File: config.mk
export PLATFORM = sky130hd
export DESIGN_NAME = internal_bus_mux_hold
export DESIGN_NICKNAME = d
export VERILOG_FILES = /design/src/rtl/internal_bus_mux_hold.sv
export SDC_FILE = /design/constraint.sdc
export NUM_CORES = 1
export LEC_CHECK = 0
export BUFFER_PORTS_ARGS = -buffer_cell sky130_fd_sc_hd__buf_2
export CORE_UTILIZATION = 42
export CTS_CLUSTER_SIZE = 8
export DETAILED_ROUTE_END_ITERATION = 8
export GPL_ROUTABILITY_DRIVEN = 0
export PLACE_DENSITY = 0.87
export SLEW_MARGIN = 5
export SYNTH_ARGS = -nofsm -noshare
export SYNTH_HDL_FRONTEND = slang
export SYNTH_SLANG_ARGS = --single-unit
File: constraint.sdc
create_clock -name CLK -period 1.4 [get_ports CLK]
set_input_delay 0.28 -clock CLK [delete_from_list [all_inputs] [get_ports CLK]]
set_output_delay 0.28 -clock CLK [all_outputs]
set_load 0.1 [all_outputs]
File: src/rtl/internal_bus_mux_hold.sv
// Registered one-hot bus selector: several drivers resolve as wired-AND, an undriven bus
// holds for HOLD_CYCLES edges and then returns to the precharge value. Optional macro: BUS_CONFLICT_CNT_EN.
module internal_bus_mux_hold #(
    parameter int WIDTH = 8,
    parameter int N_SRC = 3,
    parameter int HOLD_CYCLES = 2,
    parameter logic [WIDTH-1:0] PRECHARGE_VAL = {WIDTH{1'b1}}
) (
    input  logic                   CLK,
    input  logic                   RST,
    input  logic [N_SRC-1:0]       CNTL,
    input  logic [N_SRC*WIDTH-1:0] IN,
    input  logic                   CLR_CONFLICT,
    output logic [WIDTH-1:0]       OUT,
    output logic                   DRIVEN,
    output logic                   CONFLICT
`ifdef BUS_CONFLICT_CNT_EN
    ,
    output logic [7:0]             CONFLICT_CNT
`endif
);

    localparam int CW = ($clog2(HOLD_CYCLES + 1) > 1) ? $clog2(HOLD_CYCLES + 1) : 1;
    localparam logic [CW-1:0] HOLD_LAST = CW'(HOLD_CYCLES);

    typedef enum logic [1:0] {
        PRECHARGED = 2'd0,
        DRIVEN_S   = 2'd1,
        HOLDING    = 2'd2
    } state_t;

    state_t           state, state_nxt;
    logic [CW-1:0]    cnt, cnt_nxt;
    logic [WIDTH-1:0] out_nxt, bus_and;
    logic             any_drv, multi_drv;

    // Unselected slices are never read, so X on them cannot reach OUT.
    always_comb begin
        bus_and = '1;
        for (int k = 0; k < N_SRC; k++) begin
            if (CNTL[k]) bus_and = bus_and & IN[k*WIDTH +: WIDTH];
        end
    end

    assign any_drv   = |CNTL;
    assign multi_drv = (CNTL & (CNTL - N_SRC'(1))) != '0;

    always_comb begin
        state_nxt = state;
        cnt_nxt   = cnt;
        out_nxt   = OUT;
        if (any_drv) begin
            out_nxt   = bus_and;
            cnt_nxt   = '0;
            state_nxt = DRIVEN_S;
        end else begin
            case (state)
                DRIVEN_S: begin
                    if (HOLD_CYCLES == 0) begin
                        out_nxt   = PRECHARGE_VAL;
                        state_nxt = PRECHARGED;
                    end else begin
                        cnt_nxt   = CW'(1);
                        state_nxt = HOLDING;
                    end
                end
                HOLDING: begin
                    if (cnt == HOLD_LAST) begin
                        out_nxt   = PRECHARGE_VAL;
                        cnt_nxt   = '0;
                        state_nxt = PRECHARGED;
                    end else begin
                        cnt_nxt = cnt + CW'(1);
                    end
                end
                default: ;
            endcase
        end
    end

    always_ff @(posedge CLK or posedge RST) begin
        if (RST) begin
            state <= PRECHARGED;
            cnt   <= '0;
            OUT   <= PRECHARGE_VAL;
        end else begin
            state <= state_nxt;
            cnt   <= cnt_nxt;
            OUT   <= out_nxt;
        end
    end

    assign DRIVEN = (state == DRIVEN_S);

    // A new conflict on the clearing edge wins over the clear.
    always_ff @(posedge CLK or posedge RST) begin
        if (RST)               CONFLICT <= 1'b0;
        else if (multi_drv)    CONFLICT <= 1'b1;
        else if (CLR_CONFLICT) CONFLICT <= 1'b0;
    end

`ifdef BUS_CONFLICT_CNT_EN
    always_ff @(posedge CLK or posedge RST) begin
        if (RST) begin
            CONFLICT_CNT <= 8'd0;
        end else if (multi_drv) begin
            if (CLR_CONFLICT)               CONFLICT_CNT <= 8'd1;
            else if (CONFLICT_CNT != 8'hFF) CONFLICT_CNT <= CONFLICT_CNT + 8'd1;
        end else if (CLR_CONFLICT) begin
            CONFLICT_CNT <= 8'd0;
        end
    end
`else
    // Conflict counter not built; CONFLICT alone reports multi-driver edges.
`endif

endmodule

======== After elaboration in Yosys (flattened, before gate mapping) ========
Cells that the tools add are included.
word-level totals
  output and inout port bits .............. 10
  logic and storage cells ................. 35
  register bits ........................... 13
  input port bits ......................... 30
cells by class
  add/subtract/negate cells ............... 2
  mux-type cells .......................... 14
  reduce and logical (&&, ||, !) cells .... 8
  bitwise gates (word level) .............. 3
  equal/unequal tests ..................... 4
operators with widths
  operator                                                                number
  8-bit two-way mux                                                       6
  8-bit bitwise AND                                                       2
  2-bit two-way mux                                                       4
  2-bit one-hot mux with 2 select lines                                   2
  2-bit nonzero test                                                      3
  3-bit nonzero test                                                      2
  2-bit equality test (second input constant)                             2
  2-bit AND reduction                                                     2
  3-bit bitwise AND                                                       1
  3-bit inequality test (second input constant)                           1
  3-bit OR reduction                                                      1
  3-bit by 1-bit subtractor with 3-bit output (second input constant)     1
  2-bit by 1-bit adder with 2-bit output (second input constant)          1
  2-bit by 1-bit equality test with 1-bit output (second input constant)  1
  1-bit two-way mux                                                       2

======== Depth between registers and ports, before layout ========
Gate-level depths: netlist of the first run.
  depth after elaboration ................. 6
  mapped depth ............................ 4
  depth with buffers taken out ............ 4

======== Worst setup path after synthesis of the first run ========
No wires, ideal clock.
  kind .................................... reg2reg
  from .................................... reg state[1]
  to ...................................... reg cnt[0]
  buffers on the path ..................... 0
  clock period less this slack ............ 1476 ps
  data required time ...................... 1322 ps
  path slack .............................. -76 ps
  arrival time ............................ 1398 ps
  library setup time ...................... 78 ps
  cell stages (with the launch flop) ...... 5
  cells stage by stage .................... dfrtp_1 > nand2b_1 > inv_1 > a21oi_1 > a21oi_1
on the way
  longest elaborated chain between the ends .. 3
  elaborated cells on any way between the ends .. 5
  classes of those cells .................. eq/ne (2); mux (2); reduce/logical (1)
ends and longest elaborated chain
  item                                              line  RTL
  start: declaration                                32    state_t state, state_nxt;
  start signal: assignment                          87    state <= state_nxt;
  2-bit by 1-bit equality test with 1-bit output *  n/a
  named net DRIVEN                                  15    output logic DRIVEN,
  2-bit one-hot mux with 2 select lines             57    case (state)
  2-bit two-way mux                                 52    if (any_drv) begin
  end signal: assignment                            88    cnt <= cnt_nxt;
  end: declaration                                  33    logic [CW-1:0] cnt, cnt_nxt;
Mark *: on every way through the listed nets, which the timed path passes. The rest lies on a longest branch.
A chain may end at the register's enable or synchronous reset.

======== Final worst setup path of the first run ========
  from .................................... reg state[1]
  to ...................................... out DRIVEN
on the way
  longest elaborated chain between the ends .. 1
ends and longest elaborated chain
  item                                            line  RTL
  2-bit by 1-bit equality test with 1-bit output  93    assign DRIVEN = (state == DRIVEN_S);
  end: declaration                                15
Every way passes these cells.

==> impl_metrics.toml, run 1 <==
[outcome]
outcome = "finished clean"

[floorplan]
die_y_um = 43.1
die_x_um = 43.1
num_rows = 14
io_pins = 40
die_area_mm2 = 0.00185
start_util_pct = 45.9
fp.coreArea_mm2 = 0.00154

[pwr]
p_comb_share_pct = 39.5
power_density_mw_per_mm2 = 1030
sw_frac_of_total_pct = 38.6
p_switching_mw = 0.439
clkPwrFrac_pct = 20.6
intPower_mw = 0.698
p_leak_nw = 0.588
peakVddDrop_v = 0.000539
p_seq_share_pct = 39.9

[worst_setup_path]
critPathMaxFanout = 2
crit_path_start_kind = "register"
crit_arrival_ns = 1.10
worstPathRequired_ns = 1.12
end_kind = "output port"
crit_type = "register to output port"

[drt]
ant_nets = 0
drt-pass1-iter-count = 5
via_per_inst = 5.43
wl_per_cell_um = 14.4
remaining_drc_errors = 0
num_vias = 739
drt-total-wl_um = 1960
drtIter0Drc = 52

[clocking]
cts_inserted_buffers = 3
cts_tree = "built"
cts_buffer_depth = 2
cts_hold_buf = 0
clock-sinks = 13
clk_transition_reported_paths_ns = 0.08
clock_latency_ns = 0.28
root_buffer = "clkbuf_4"
htreeDepth = 1

[timing]
clock_skew_ns = 0.00549
rsz0062_at_grt = "yes"
fin_crit_sh_pct = 98.7
final-hold-violation-count = 0
holdWs_ns = 0.00735
setup_ws_ns = 0.0177
max_slew_margin_pct = 67.8
finalSetupViolCount = 0
slew_violations = 0
max_freq_ghz = 0.723
period_needed_ns = 1.38
worst-slew-pin-transition_ns = 0.483

[synthesis]
synth_largest_area_cell = "dfstp_2"
synth_cell_type_count = 17
netlist_area_um2 = 708
synth_ff_type = "dfstp_2"
synthArstFlopShare_pct = 100
yosys_warnings = 0
ys_ff_latch = 13
synthCells = 78
syn_area_per_cell_um2 = 9.08
synth_nets = 108
ys_seq_area_share_pct = 47.3
yosysTopAreaCellShare_pct = 29.7
synth.area.top_cells = "dfstp_2 30%, dfrtp_1 18%, inv_1 14%"
synth-edff-count = 0

[final_layout]
layout-drive-gt1-share_pct = 50.0
nFillCells = 109
layout_commonest_cell = "buf_2"
fin_util_pct = 71.5
mostFrequentLayoutCells = "30 x buf_2, 26 x inv_1, 9 x buf_12"
area_growth_pct = 55.7
nets = 151
antenna_cells = 0

[grt]
first_global_vias = 779
grt_pass1_wl_um = 3180
grt_max_degree = 14
grt_util_all_layers_pct = 23.4
overflow = 0
antenna_found_initial = 0

[placement]
post-dp-hpwl_um = 1530
post-place-ws_ns = 0.149
port_buffers = 39

[run]
cap_violations = 0

[min_path]
hp-class = "primary input to asynchronous set/reset pin"
## metrics by stage
stage | std cells | power, mW | setup TNS, ns | instance area [um^2]
CTS | 135 | 1.13 | 0 | 1090
global route | 136 | 1.18 | -0.0228 | 1100
detailed placement | 130 | 0.904 | 0 | 1060
finish | 136 | 1.14 | 0 | 1100
floorplan | 78 | 0.730 | -0.0222 | 723
global placement | 130 | 0.894 | 0 | 1060
## cells by family (layout without fill, tap and decap cells)
family | after synthesis | count (layout) | synth area share [%]
AO/OA/AOI/OAI | 23 | 23 | 25.6
buffers and inverters | 30 | 72 | 16.4
flip-flops | 13 | 13 | 47.3
AND/OR/NAND/NOR | 12 | 12 | 10.6
## registers in the layout, indices dropped and copies added, names as in the netlist
signal	cells
cnt	2
OUT	8
CONFLICT	1
state	2
## routing by layer
layer / vias up / global-route usage [%] / wire length, um
met4: 0 / 12.1 / 51
met5: - / 0 / 0
met3: 6 / 4.26 / 103
met2: 33 / 43.6 / 1100
li1: 345 / - / -
met1: 355 / 24.5 / 698
## layout make-up
class                      instances  area, um^2  share of cell area, %
inverter                          27         105                   9.53
clock buffer                       4        26.3                   2.38
multi-input combinational         35         268                   24.3
tap                               16        20.0                   1.82
sequential                        13         338                   30.6
timing repair buffer              41         345                   31.3
## power groups by stage
stage          clock (mW)  combinational (mW)  sequential [mW]
5_1_grt             0.258               0.467            0.457
3_3_place_gp            0               0.435            0.459
2_1_floorplan           0              0.0983            0.632
4_1_cts             0.232               0.447            0.454
3_5_place_dp            0               0.443            0.460
6_report            0.234               0.449            0.453
## final timing paths
path                                   start  cells after the start  slack, ns       end
worst max-delay path                state[1]                      3       0.02    DRIVEN
worst min-delay path                     RST                      2      0.007  CONFLICT
worst max register to register      state[0]                      4       0.09    cnt[0]
worst min register to register      CONFLICT                      2       0.55  CONFLICT
max in group asynchronous                RST                      2       1.03  state[0]
min in group CLK                CLR_CONFLICT                      2       0.18  CONFLICT
## cell usage after synthesis (2+ instances only)
cell      number
a21oi_1        4
a222oi_1       8
buf_2          3
dfrtp_1        5
dfstp_2        8
inv_1         27
nand2_1        2
nand2b_1       2
nor2_1         3
o21a_1         8
or3_1          2
## critical path, stage by stage, from the launching register on
cell	delay, ns
dfrtp_2	0.41
nand2b_4	0.15
clkinvlp_4	0.09
buf_12	0.17
## what timing repair did
item                       CTS  global route
setup buffers                1             1
gates resized for setup      2             0
setup endpoints to repair    1             1
No activity file was read; power rests on OpenSTA's default activity.
==> run 2: changes to the inputs <==
==> constraint.sdc (replaced) <==
create_clock -name CLK -period 1.4 [get_ports CLK]
set_input_delay 0.28 -clock CLK [delete_from_list [all_inputs] [get_ports CLK]]
set_output_delay 0.28 -clock CLK [all_outputs]
set_load 0.005 [all_outputs]
==> run 2 against run 1 <==
The run now ends with hold timing left. Sequential share of layout area grew 5.0 points. Utilization shrank 10 points. Clock skew up 0.0031 ns. Critical path type unchanged.
==> impl_metrics.toml, run 2 (synthesis results as in run 1) <==
[outcome]
outcome = "finished, violations left"
violations = "hold timing"

[final_layout]
largest_register_ffs = 8
fin_util_pct = 61.2
area_growth_pct = 33.2
reg_top3 = "OUT: 8 flops, cnt: 2 flops, state: 2 flops"
antenna_cells = 0
nets = 150
layout_commonest_cell = "buf_2"
top_register = "OUT"
layout-drive-gt1-share_pct = 46.2
mostFrequentLayoutCells = "39 x buf_2, 27 x inv_1, 8 x dfstp_2, 8 x a222oi_1, 8 x o21a_1"

[clocking]
cts_tree = "built"
root_buffer = "clkbuf_4"
clock-sinks = 13
clock_latency_ns = 0.29
clk_transition_reported_paths_ns = 0.08
cts_buffer_depth = 2
cts_inserted_buffers = 3
cts_hold_buf = 0
htreeDepth = 1

[placement]
post-place-ws_ns = 0.164
post-dp-hpwl_um = 1160
port_buffers = 39

[drt]
drt-total-wl_um = 1540
ant_nets = 0
via_per_inst = 5.25
remaining_drc_errors = 0
drtIter0Drc = 33
drt-pass1-iter-count = 7
num_vias = 709
wl_per_cell_um = 11.4

[timing]
clock_skew_ns = 0.00862
fin_crit_sh_pct = 93.0
max_slew_margin_pct = 69.0
period_needed_ns = 1.30
fin_setup_tns_ns = 0
finalSetupViolCount = 0
max_freq_ghz = 0.768
rsz0062_at_grt = "no"
holdWs_ns = -0.0132
worst-slew-pin-transition_ns = 0.465
setup_ws_ns = 0.0983
slew_violations = 0
final-hold-violation-count = 5

[worst_setup_path]
cpLargestDelayFamily = "flip-flops"
crit_path_start_kind = "register"
path_cells = "nand2b_1 -> inv_1 -> buf_2"
end_kind = "output port"
cp.buffers_inverters = 2
critPathMaxFanout = 3
max_stage_delay_ns = 0.41
worstPathRequired_ns = 1.12
crit_type = "register to output port"
crit_arrival_ns = 1.02
crit_slowest_cell = "dfrtp_2"

[grt]
first_global_vias = 582
grt_util_all_layers_pct = 18.2
antenna_found_initial = 0
overflow = 0
grt_pass1_wl_um = 2360
grt_max_degree = 14

[pwr]
power.total_mw = 0.831
peakVddDrop_v = 0.000704
power_density_mw_per_mm2 = 880
p_leak_nw = 0.539

[floorplan]
num_rows = 14
fp.coreArea_mm2 = 0.00154
die_x_um = 43.1
io_pins = 40
die_y_um = 43.1
die_area_mm2 = 0.00185
start_util_pct = 45.9

[run]
cap_violations = 0

[min_path]
hp-class = "primary input to asynchronous set/reset pin"
run 2: changes by cell type in the layout (fill, tap and decap cells not counted), sizes merged:
cell      before  now
buf           41   40
inv           26   27
clkinvlp       1    0
run 2: worst paths after layout:
kind	start	to	slack (ns)	depth (start not counted)
setup reg to reg	state[0]	OUT[2]	0.26	3
setup / recovery	state[1]	DRIVEN	0.1	3
max in group asynchronous	RST	OUT[5]	1.06	2
min in group CLK	CLR_CONFLICT	CONFLICT	0.19	2
hold / removal	RST	CONFLICT	-0.01	2
hold reg to reg	state[1]	state[1]	0.54	2
run 2: stage by stage:
stage | std cells | cell area [um^2]
finish | 135 | 943
global route | 135 | 943
CTS | 134 | 935
detailed placement | 130 | 908
global placement | 130 | 908
floorplan | 78 | 708
run 2: cell type report:
type | instances | area, um^2
clock buffers | 4 | 26.3
fillers | 147 | 598
inverters | 27 | 101
multi-input cells | 35 | 256
flip-flops and latches | 13 | 337
well taps | 16 | 20.0
repair buffers | 40 | 203
run 2: timing repair:
item	CTS	global route
gates resized for setup	0	1
buffers inserted	0	1
endpoints found under the setup margin	0	1
run 2: where the power goes:
group | switching (mW) | internal [mW]
Clock | 0.125 | 0.111
Combinational | 0.0744 | 0.0853
Sequential | 0.0152 | 0.420
run 2: worst register-to-register path, delay by kind of cell, from the launching register on:
kind	cells	cell delay [ns]
and+or+nand+nor	1	0.17
AOI/OAI and AO/OA	2	0.50
DFF	1	0.42
run 2: layer usage:
| layer | global-route usage (%) | wire length (um) | part of all wire, % | vias to the layer above |
|---|---|---|---|---|
| met2 | 27.9 | 755 | 49 | 34 |
| met3 | 8.09 | 165 | 11 | 5 |
| met4 | 10.9 | 39 | 2.5 | 0 |
| li1 | - | - | - | 342 |
| met1 | 20.7 | 575 | 37 | 328 |
| met5 | 0 | 0 | 0 | - |
